## config.mk

```make
export PLATFORM = sky130hd
export DESIGN_NAME = uart_rx_cfg
export DESIGN_NICKNAME = d
export VERILOG_FILES = /design/src/rtl/uart_pkg.sv /design/src/rtl/uart_rx_linefilt.sv /design/src/rtl/uart_rx_cfg.sv
export SDC_FILE = /design/constraint.sdc
export NUM_CORES = 1
export LEC_CHECK = 0
export ABC_CLOCK_PERIOD_IN_PS = 2000
export CELL_PAD_IN_SITES_DETAIL_PLACEMENT = 1
export CELL_PAD_IN_SITES_GLOBAL_PLACEMENT = 1
export CORE_UTILIZATION = 40
export CTS_CLUSTER_SIZE = 12
export DETAILED_ROUTE_END_ITERATION = 7
export GPL_ROUTABILITY_DRIVEN = 0
export PLACE_DENSITY = 0.73
export SLEW_MARGIN = 20
export SYNTH_ARGS = -nofsm -noshare
export SYNTH_HDL_FRONTEND = slang
export SYNTH_SLANG_ARGS = --single-unit
export TNS_END_PERCENT = 50
```

## constraint.sdc

```tcl
create_clock -name i_clk -period 2 [get_ports i_clk]
set_input_delay 0.4 -clock i_clk [delete_from_list [all_inputs] [get_ports i_clk]]
set_output_delay 0.4 -clock i_clk [all_outputs]
set_load 0.02 [all_outputs]
```

## src/rtl/uart_pkg.sv

```systemverilog
// Shared state encodings, parity constants and parity helper for the UART receiver.
package uart_pkg;

    localparam logic [2:0] ST_IDLE      = 3'd0;
    localparam logic [2:0] ST_START     = 3'd1;
    localparam logic [2:0] ST_DATA      = 3'd2;
    localparam logic [2:0] ST_PARITY    = 3'd3;
    localparam logic [2:0] ST_STOP      = 3'd4;
    localparam logic [2:0] ST_WAIT_HIGH = 3'd5;

    localparam int PARITY_NONE = 0;
    localparam int PARITY_EVEN = 1;
    localparam int PARITY_ODD  = 2;

    // Unused upper bits of data must be zero so they do not disturb the XOR.
    function automatic logic parity_bit(input logic [8:0] data, input logic odd);
        return (^data) ^ odd;
    endfunction

endpackage

```

## src/rtl/uart_rx_linefilt.sv

```systemverilog
// RX line synchroniser followed by a 3-tap history and majority vote.
module uart_rx_linefilt #(
    parameter int SYNC_STAGES = 2
) (
    input  logic i_clk,
    input  logic i_rstn,
    input  logic i_rx,
    output logic o_sync,
    output logic o_vote
);

    logic [SYNC_STAGES-1:0] sync_q;
    logic [2:0]             hist_q;

    always_ff @(posedge i_clk) begin
        if (!i_rstn) begin
            sync_q <= '1;
            hist_q <= '1;
        end else begin
            sync_q <= {sync_q[SYNC_STAGES-2:0], i_rx};
            hist_q <= {hist_q[1:0], sync_q[SYNC_STAGES-1]};
        end
    end

    assign o_sync = hist_q[0];
    assign o_vote = (hist_q[0] & hist_q[1]) | (hist_q[0] & hist_q[2]) | (hist_q[1] & hist_q[2]);

endmodule

```

## src/rtl/uart_rx_cfg.sv

```systemverilog
// Configurable UART receiver: frame FSM, data shifter and valid/ready output holding register.
//
//   state      | meaning
//   -----------+-----------------------------------------------
//   IDLE       | line high, waiting for a falling edge
//   START      | half-bit wait, confirm start bit at mid-bit
//   DATA       | sample DATA_BITS payload bits, LSB first
//   PARITY     | sample parity bit (only if parity enabled)
//   STOP       | sample stop bit(s), commit after the last one
//   WAIT_HIGH  | line still low after frame; wait for it to rise
module uart_rx_cfg #(
    parameter int CLKS_PER_BIT = 1250,
    parameter int DATA_BITS    = 8,
    parameter int PARITY_MODE  = 0,
    parameter int STOP_BITS    = 1,
    parameter int SYNC_STAGES  = 2
) (
    input  logic                 i_clk,
    input  logic                 i_rstn,
    input  logic                 i_uartrx,
    input  logic                 i_rxready,
    output logic                 o_rxdatval,
    output logic [DATA_BITS-1:0] o_rxdata,
    output logic                 o_parity_err,
    output logic                 o_frame_err,
    output logic                 o_break,
    output logic                 o_overrun
);

    import uart_pkg::*;

    localparam int              CW         = $clog2(CLKS_PER_BIT);
    localparam logic [CW-1:0]   CNT_HALF   = CW'(CLKS_PER_BIT / 2 - 1);
    localparam logic [CW-1:0]   CNT_LAST   = CW'(CLKS_PER_BIT - 1);
    localparam logic [3:0]      IDX_LAST   = 4'(DATA_BITS - 1);
    localparam logic            STOP_LAST  = 1'(STOP_BITS - 1);
    localparam logic            HAS_PARITY = 1'(PARITY_MODE != PARITY_NONE);
    localparam logic            ODD_PARITY = 1'(PARITY_MODE == PARITY_ODD);

    logic [2:0]           state_q, state_d;
    logic [CW-1:0]        cnt_q;
    logic [3:0]           bit_idx_q;
    logic                 stop_idx_q;
    logic [DATA_BITS-1:0] shift_q;
    logic                 par_err_q, frm_err_q, all_zero_q;
    logic                 line_sync, line_vote;

    logic bit_tick, start_ok, cnt_clr;
    logic data_smp, par_smp, stop_smp, commit;

    uart_rx_linefilt #(
        .SYNC_STAGES(SYNC_STAGES)
    ) u_linefilt (
        .i_clk  (i_clk),
        .i_rstn (i_rstn),
        .i_rx   (i_uartrx),
        .o_sync (line_sync),
        .o_vote (line_vote)
    );

    always_ff @(posedge i_clk) begin
        if (!i_rstn) state_q <= ST_IDLE;
        else         state_q <= state_d;
    end

    always_comb begin
        state_d = state_q;
        case (state_q)
            ST_IDLE:      if (!line_sync) state_d = ST_START;
            ST_START:     if (cnt_q == CNT_HALF) state_d = line_vote ? ST_IDLE : ST_DATA;
            ST_DATA:      if (cnt_q == CNT_LAST && bit_idx_q == IDX_LAST)
                              state_d = HAS_PARITY ? ST_PARITY : ST_STOP;
            ST_PARITY:    if (cnt_q == CNT_LAST) state_d = ST_STOP;
            ST_STOP:      if (cnt_q == CNT_LAST && stop_idx_q == STOP_LAST)
                              state_d = line_vote ? ST_IDLE : ST_WAIT_HIGH;
            ST_WAIT_HIGH: if (line_vote) state_d = ST_IDLE;
            default:      state_d = ST_IDLE;
        endcase
    end

    always_comb begin
        bit_tick = (cnt_q == CNT_LAST);
        start_ok = (state_q == ST_START) && (cnt_q == CNT_HALF) && !line_vote;
        data_smp = (state_q == ST_DATA) && bit_tick;
        par_smp  = (state_q == ST_PARITY) && bit_tick;
        stop_smp = (state_q == ST_STOP) && bit_tick;
        commit   = stop_smp && (stop_idx_q == STOP_LAST);
        cnt_clr  = (state_q == ST_IDLE) || (state_q == ST_WAIT_HIGH) || bit_tick
                   || ((state_q == ST_START) && (cnt_q == CNT_HALF));
    end

    always_ff @(posedge i_clk) begin
        if (!i_rstn) begin
            cnt_q        <= '0;
            bit_idx_q    <= '0;
            stop_idx_q   <= 1'b0;
            shift_q      <= '0;
            par_err_q    <= 1'b0;
            frm_err_q    <= 1'b0;
            all_zero_q   <= 1'b0;
            o_rxdatval   <= 1'b0;
            o_rxdata     <= '0;
            o_parity_err <= 1'b0;
            o_frame_err  <= 1'b0;
            o_break      <= 1'b0;
            o_overrun    <= 1'b0;
        end else begin
            cnt_q <= cnt_clr ? '0 : cnt_q + 1'b1;

            if (start_ok) begin
                bit_idx_q  <= '0;
                stop_idx_q <= 1'b0;
                par_err_q  <= 1'b0;
                frm_err_q  <= 1'b0;
                all_zero_q <= 1'b1;
            end
            if (data_smp) begin
                shift_q    <= {line_vote, shift_q[DATA_BITS-1:1]};
                bit_idx_q  <= bit_idx_q + 1'b1;
                all_zero_q <= all_zero_q & ~line_vote;
            end
            if (par_smp) begin
                par_err_q  <= line_vote != parity_bit(9'(shift_q), ODD_PARITY);
                all_zero_q <= all_zero_q & ~line_vote;
            end
            if (stop_smp) begin
                stop_idx_q <= stop_idx_q + 1'b1;
                frm_err_q  <= frm_err_q | ~line_vote;
                all_zero_q <= all_zero_q & ~line_vote;
            end

            // A new frame never overwrites a word the consumer has not taken.
            o_overrun <= 1'b0;
            if (commit) begin
                if (o_rxdatval && !i_rxready) begin
                    o_overrun <= 1'b1;
                end else begin
                    o_rxdatval   <= 1'b1;
                    o_rxdata     <= shift_q;
                    o_parity_err <= par_err_q;
                    o_frame_err  <= frm_err_q | ~line_vote;
                    o_break      <= all_zero_q & ~line_vote;
                end
            end else if (o_rxdatval && i_rxready) begin
                o_rxdatval <= 1'b0;
            end
        end
    end

endmodule

```

# Word-level counts from Yosys, hierarchy flattened
# Cells that the tools add are included.
# word_totals
reg_bits	48
input_bits	4
output_inout_bits	13
# classes
add_sub_neg	3
n_eq_ne	16
n_mux	23
bitwise	11
n_reduce_logical	27
# op_table
op	count
$mux 3	7
$pmux 3 s6	1
$mux 1	12
$ne 2x2->1 const B	6
$add 11x1->11 const B	1
$eq 11x10->1 const B	1
$eq 11x11->1 const B	1
$logic_and 1x1->1	10
$reduce_xor 9->1	1
$mux 4	2
$reduce_bool 2->1	4
$eq 3x2->1 const B	2
$eq 3x3->1 const B	2
$reduce_and 2->1	3
$reduce_and 6->1	1
$add 4x1->4 const B	1
$and 1x1->1	4
$eq 4x3->1 const B	1
$not 1->1	4
$reduce_bool 4->1	1
$eq 3x1->1 const B	1
$logic_not 3->1	1
$logic_or 1x1->1	3
$or 1x1->1	3
6 further kinds	7

# Logic depth before layout (Yosys ltp)
# depth
depth_word	9
depth_mapped	9

# Cells and area by module
# Synthesis repeated with hierarchy kept, for this count alone.
# unflattened
hier_cells	235
area_unflattened_um2	2223.4
# by_module_without_submodules
mod	instances	cells_per_inst	area_each_um2	seq_area_each_um2
uart_rx_cfg	1	224	2080.7	860.8
uart_rx_linefilt	1	11	142.6	100.1

# Least setup slack after synthesis
# OpenSTA, ideal clock, no wires.
# synth_timing
kind	register -> register
start	register cnt_q[1]
end	register bit_idx_q[3]
setup_time_ns	0.122
t_arrival_ns	1.682
slack_ns	0.197
path_stages_with_launch	10
path_buffers	2
path_cell_list	dfxtp_1 inv_1 ha_1 and4bb_2 nand3_1 buf_2 nand2b_1 clkbuf_1 o21ai_0 o311a_1
# synth_between
elab_chain_cells	4
word_cells_on_any_way	7
cone_classes	2 x eq/ne; 1 x mux; 4 x reduce/logical
# synth_rtl
item	line	rtl
start: declaration	uart_rx_cfg.sv:41	logic [CW-1:0] cnt_q;
start signal: assignment	uart_rx_cfg.sv:108	cnt_q <= cnt_clr ? '0 : cnt_q + 1'b1;
$eq 11x10->1	uart_rx_cfg.sv:83	start_ok = (state_q == ST_START) && (cnt_q == CNT_HALF) && !line_vote;
$logic_and 1x1->1 (2 in a row)	uart_rx_cfg.sv:83	
$reduce_bool 2->1 (no line)	-	
end signal: assignment	uart_rx_cfg.sv:119	bit_idx_q <= bit_idx_q + 1'b1;
end: declaration	uart_rx_cfg.sv:42	logic [3:0] bit_idx_q;
# Several ways; a longest one is shown, not always the timed one.
# A chain may end at the register's enable or synchronous reset.

# Worst setup path in the final report
# layout_timing
start	register cnt_q[1]
end	register par_err_q
# layout_between
elab_chain_cells	4
word_cells_on_any_way	7
cone_classes	2 x eq/ne; 1 x mux; 4 x reduce/logical
# layout_rtl
item	line	rtl
$eq 11x10->1	uart_rx_cfg.sv:83	
$logic_and 1x1->1 (2 in a row)	uart_rx_cfg.sv:83	
$reduce_bool 2->1 (no line)	-	
end signal: assignment	uart_rx_cfg.sv:123	par_err_q <= line_vote != parity_bit(9'(shift_q), ODD_PARITY);
end: declaration	uart_rx_cfg.sv:45	logic par_err_q, frm_err_q, all_zero_q;
# Several ways; a longest one is shown, not always the timed one.

==> run summary <==
Outcome: completed
Crit-path max cell delay: 380 ps
Max Freq: 513.4 MHz
Port bufs: 16
Syn Inst Count: 242
Vias in the first global route: 1762
R2r setup slk: 50 ps
Floorplan core area: 0.005140 mm^2
Crit-path leading delay family: simple AND/OR/NAND/NOR gates
Fraction of the cycle the final worst path needs: 97.40%
Pin count of the biggest net entering global routing: 29
Final ANT Viol Nets: 0
Cell Pwr Density: 747.3 mW/mm^2
Placed cell area: 0.002425 mm^2
Hold Path Class: register to register
Leakage Power: 0.9322 nW
Final wirelength: 4847 um
Root Buffer: clkbuf_8
Post-route cell area: 0.002592 mm^2
Crit start category: register
Max cap viols: 0
First-pass GRT wire length: 8121 um
Final #Nets: 274
Commonest non-fill, non-tap cell in the layout: dfxtp_1
Syn_nets: 250
CTS Buf Count: 5
Total congestion overflow: 0
Proportion of synthesized area in mux cells: 1.399%
DRC viols: 0
Synth Area in XOR/XNOR: 6.760%
DR WL met3: 114 um
Post-synthesis compound-gate area fraction: 13.99%
Top layer in use: met4
Synth Warn #: 0
Iteration-0 DRC Markers: 57
Synth cell types: 42
Deepest clock path buffer count: 2
Syn avg cell area: 8.872 um^2
Synthesized area: 0.002147 mm^2
Vias per cell: 5.119
Commonest cells after routing, fill and taps aside: dfxtp_1, nand2_1, clkdlybuf4s50_1
Buf+Inv Stages, Crit Path: 1
Register Area: 960.9 um^2
CTS tree: built
Met1 wire length: 2255 um
Worst slew margin: 73.24%
CP max-delay cell: or2_2
WP data arrival: 2150 ps
GRT Resource Usage Total: 19.35%
Slew Limit Fails: 0
Post-synthesis sequential area ratio: 44.76%
Die Span X: 75.27 um
Top fanout value on the critical path: 5
Seq cells post-synth: 48
Largest family of logic cells by synthesized area: simple AND/OR/NAND/NOR gates
Critical path class: register to register
Num Clock Sinks: 48
Worst vdd ir: 0.3881 mV
Ant. Diodes: 0
Post-Synth Simple-Gate Area: 25.93%
Fillers: 637
CTS clk-pin slew, worst paths: 90 ps
Starting density of the core: 41.77%
Initial antenna violation count: 0
CP Data Required Time: 2200 ps
Final setup violation count: 0
Worst setup margin: 52.04 ps
Num ports: 17
Layout Utilization: 50.44%
Dpl ws: -9.853 ps
Cell depth of the worst hold path: 1
H-Tree Depth: 2
Drt pass-1 iters: 4
WL/cell: 14.43 um
Number of cell rows: 26
Die ar.: 0.005665 mm^2
Critical path depth: 7
Met2 wire length: 2388 um
Number of post-CTS setup repair buffers: 0
Fin Clk Skew: 10.73 ps
Hpwl dp: 3478 um
Vias: 1720
CP Capture Type: register
Worst-margin pin slew: 401.5 ps
Layout cells sized above 1: 11.65%
Cell Chain, Critical Path: inv_1 -> ha_1 -> nor4bb_4 -> nand4_1 -> or2_2 -> o211a_1 -> o21a_1
Hold Violations, Final: 0
R2R cell count: 7
Die H: 75.27 um
Area growth syn-to-layout: 20.75%
Worst-Skew Late Latency: 310 ps
Multi-input logic area: 0.001131 mm^2
Min Tclk post-route: 1948 ps
Post-Synth Adder-Cell Area: 2.797%
power by group:
| part | internal, mW | leakage (nW) | switching [mW] |
|---|---|---|---|
| Clock | 0.492 | 0.0642 | 0.323 |
| Sequential | 0.969 | 0.387 | 0.0235 |
| Combinational | 0.0632 | 0.481 | 0.0669 |
| Total | 1.52 | 0.932 | 0.413 |
per-stage QoR:
stage	std cells	hold WS [ps]	TNS, ps	power (mW)
after floorplan	242	386.3	0	1.107
after global placement	329	391.7	0	1.133
after detailed placement	329	405.7	-9.853	1.137
after CTS	336	429.4	0	1.950
after global routing	336	441.7	-41.40	2.004
final	336	420.0	0	1.937
repair_timing:
action	4_1_cts	5_1_grt
hold buffers	0	0
resized for setup	3	3
setup endpoints to repair	4	4
pin swaps	0	0
endpoints found under the hold margin	0	0
routing by layer:
layer / track usage (%) / vias up
met5: 0 / -
met4: 6.173 / 0
met3: 4.150 / 9
met2: 34.43 / 17
met1: 23.27 / 833
li1: - / 861
cells by family (layout without fill, tap and decap cells):
| group | after synthesis | in the layout |
|---|---|---|
| AO/OA/AOI/OAI | 42 | 42 |
| AND/OR/NAND/NOR | 111 | 111 |
| adder cells (fa/ha/maj) | 5 | 5 |
| XOR/XNOR | 15 | 15 |
| multiplexers | 3 | 3 |
| buffers and inverters | 18 | 42 |
| flip-flops | 48 | 48 |
synth_stat cells, drive strengths merged:
library cell / n / area share (%)
nor4: 1 / 0.58
nand3b: 3 / 1.0
or4: 1 / 0.52
and2: 3 / 0.87
a21o: 1 / 0.35
xor2: 6 / 2.4
o21ai: 8 / 1.9
a31o: 1 / 0.41
nand4: 3 / 0.87
nand3: 12 / 2.8
o211a: 3 / 1.4
or2: 1 / 0.29
o21a: 3 / 1.0
buf: 7 / 2.4
nor2b: 3 / 0.87
xnor3: 1 / 1.0
maj3: 1 / 0.47
o311a: 1 / 0.47
dfxtp: 48 / 45
mux2i: 3 / 1.4
a21boi: 21 / 7.3
inv: 5 / 0.87
a21oi: 3 / 0.70
nor4bb: 1 / 0.47
a221oi: 1 / 0.41
and3: 3 / 0.87
and4bb: 1 / 0.58
nor2: 14 / 2.4
nand2b: 7 / 2.0
and4b: 1 / 0.47
or3: 2 / 0.58
xnor2: 8 / 3.3
ha: 4 / 2.3
clkbuf: 6 / 1.0
or3b: 1 / 0.41
nor3: 6 / 1.6
nor3b: 1 / 0.35
nand2: 47 / 8.2
layout make-up:
type / instances / area share [%]
tap: 70 / 3.378
multi-input combinational: 176 / 43.63
timing repair buffer: 30 / 10.23
sequential: 48 / 37.07
inverter: 5 / 0.7239
clock buffer: 5 / 2.654
clock inverter: 2 / 2.317
final timing paths:
path | startpoint | endpoint
hold reg to reg | u_linefilt.sync_q[1] | u_linefilt.hist_q[0]
hold / removal | u_linefilt.sync_q[1] | u_linefilt.hist_q[0]
setup reg to reg | cnt_q[1] | par_err_q
setup / recovery | cnt_q[1] | par_err_q
registers in the layout, indices dropped and copies added (netlist names):
name,count
u_linefilt.hist_q,3
o_rxdatval,1
o_break,1
o_overrun,1
frm_err_q,1
state_q,3
u_linefilt.sync_q,2
bit_idx_q,4
o_parity_err,1
all_zero_q,1
stop_idx_q,1
par_err_q,1
cnt_q,11
o_rxdata,8
o_frame_err,1
shift_q,8
No activity file was read; power rests on OpenSTA's default activity.
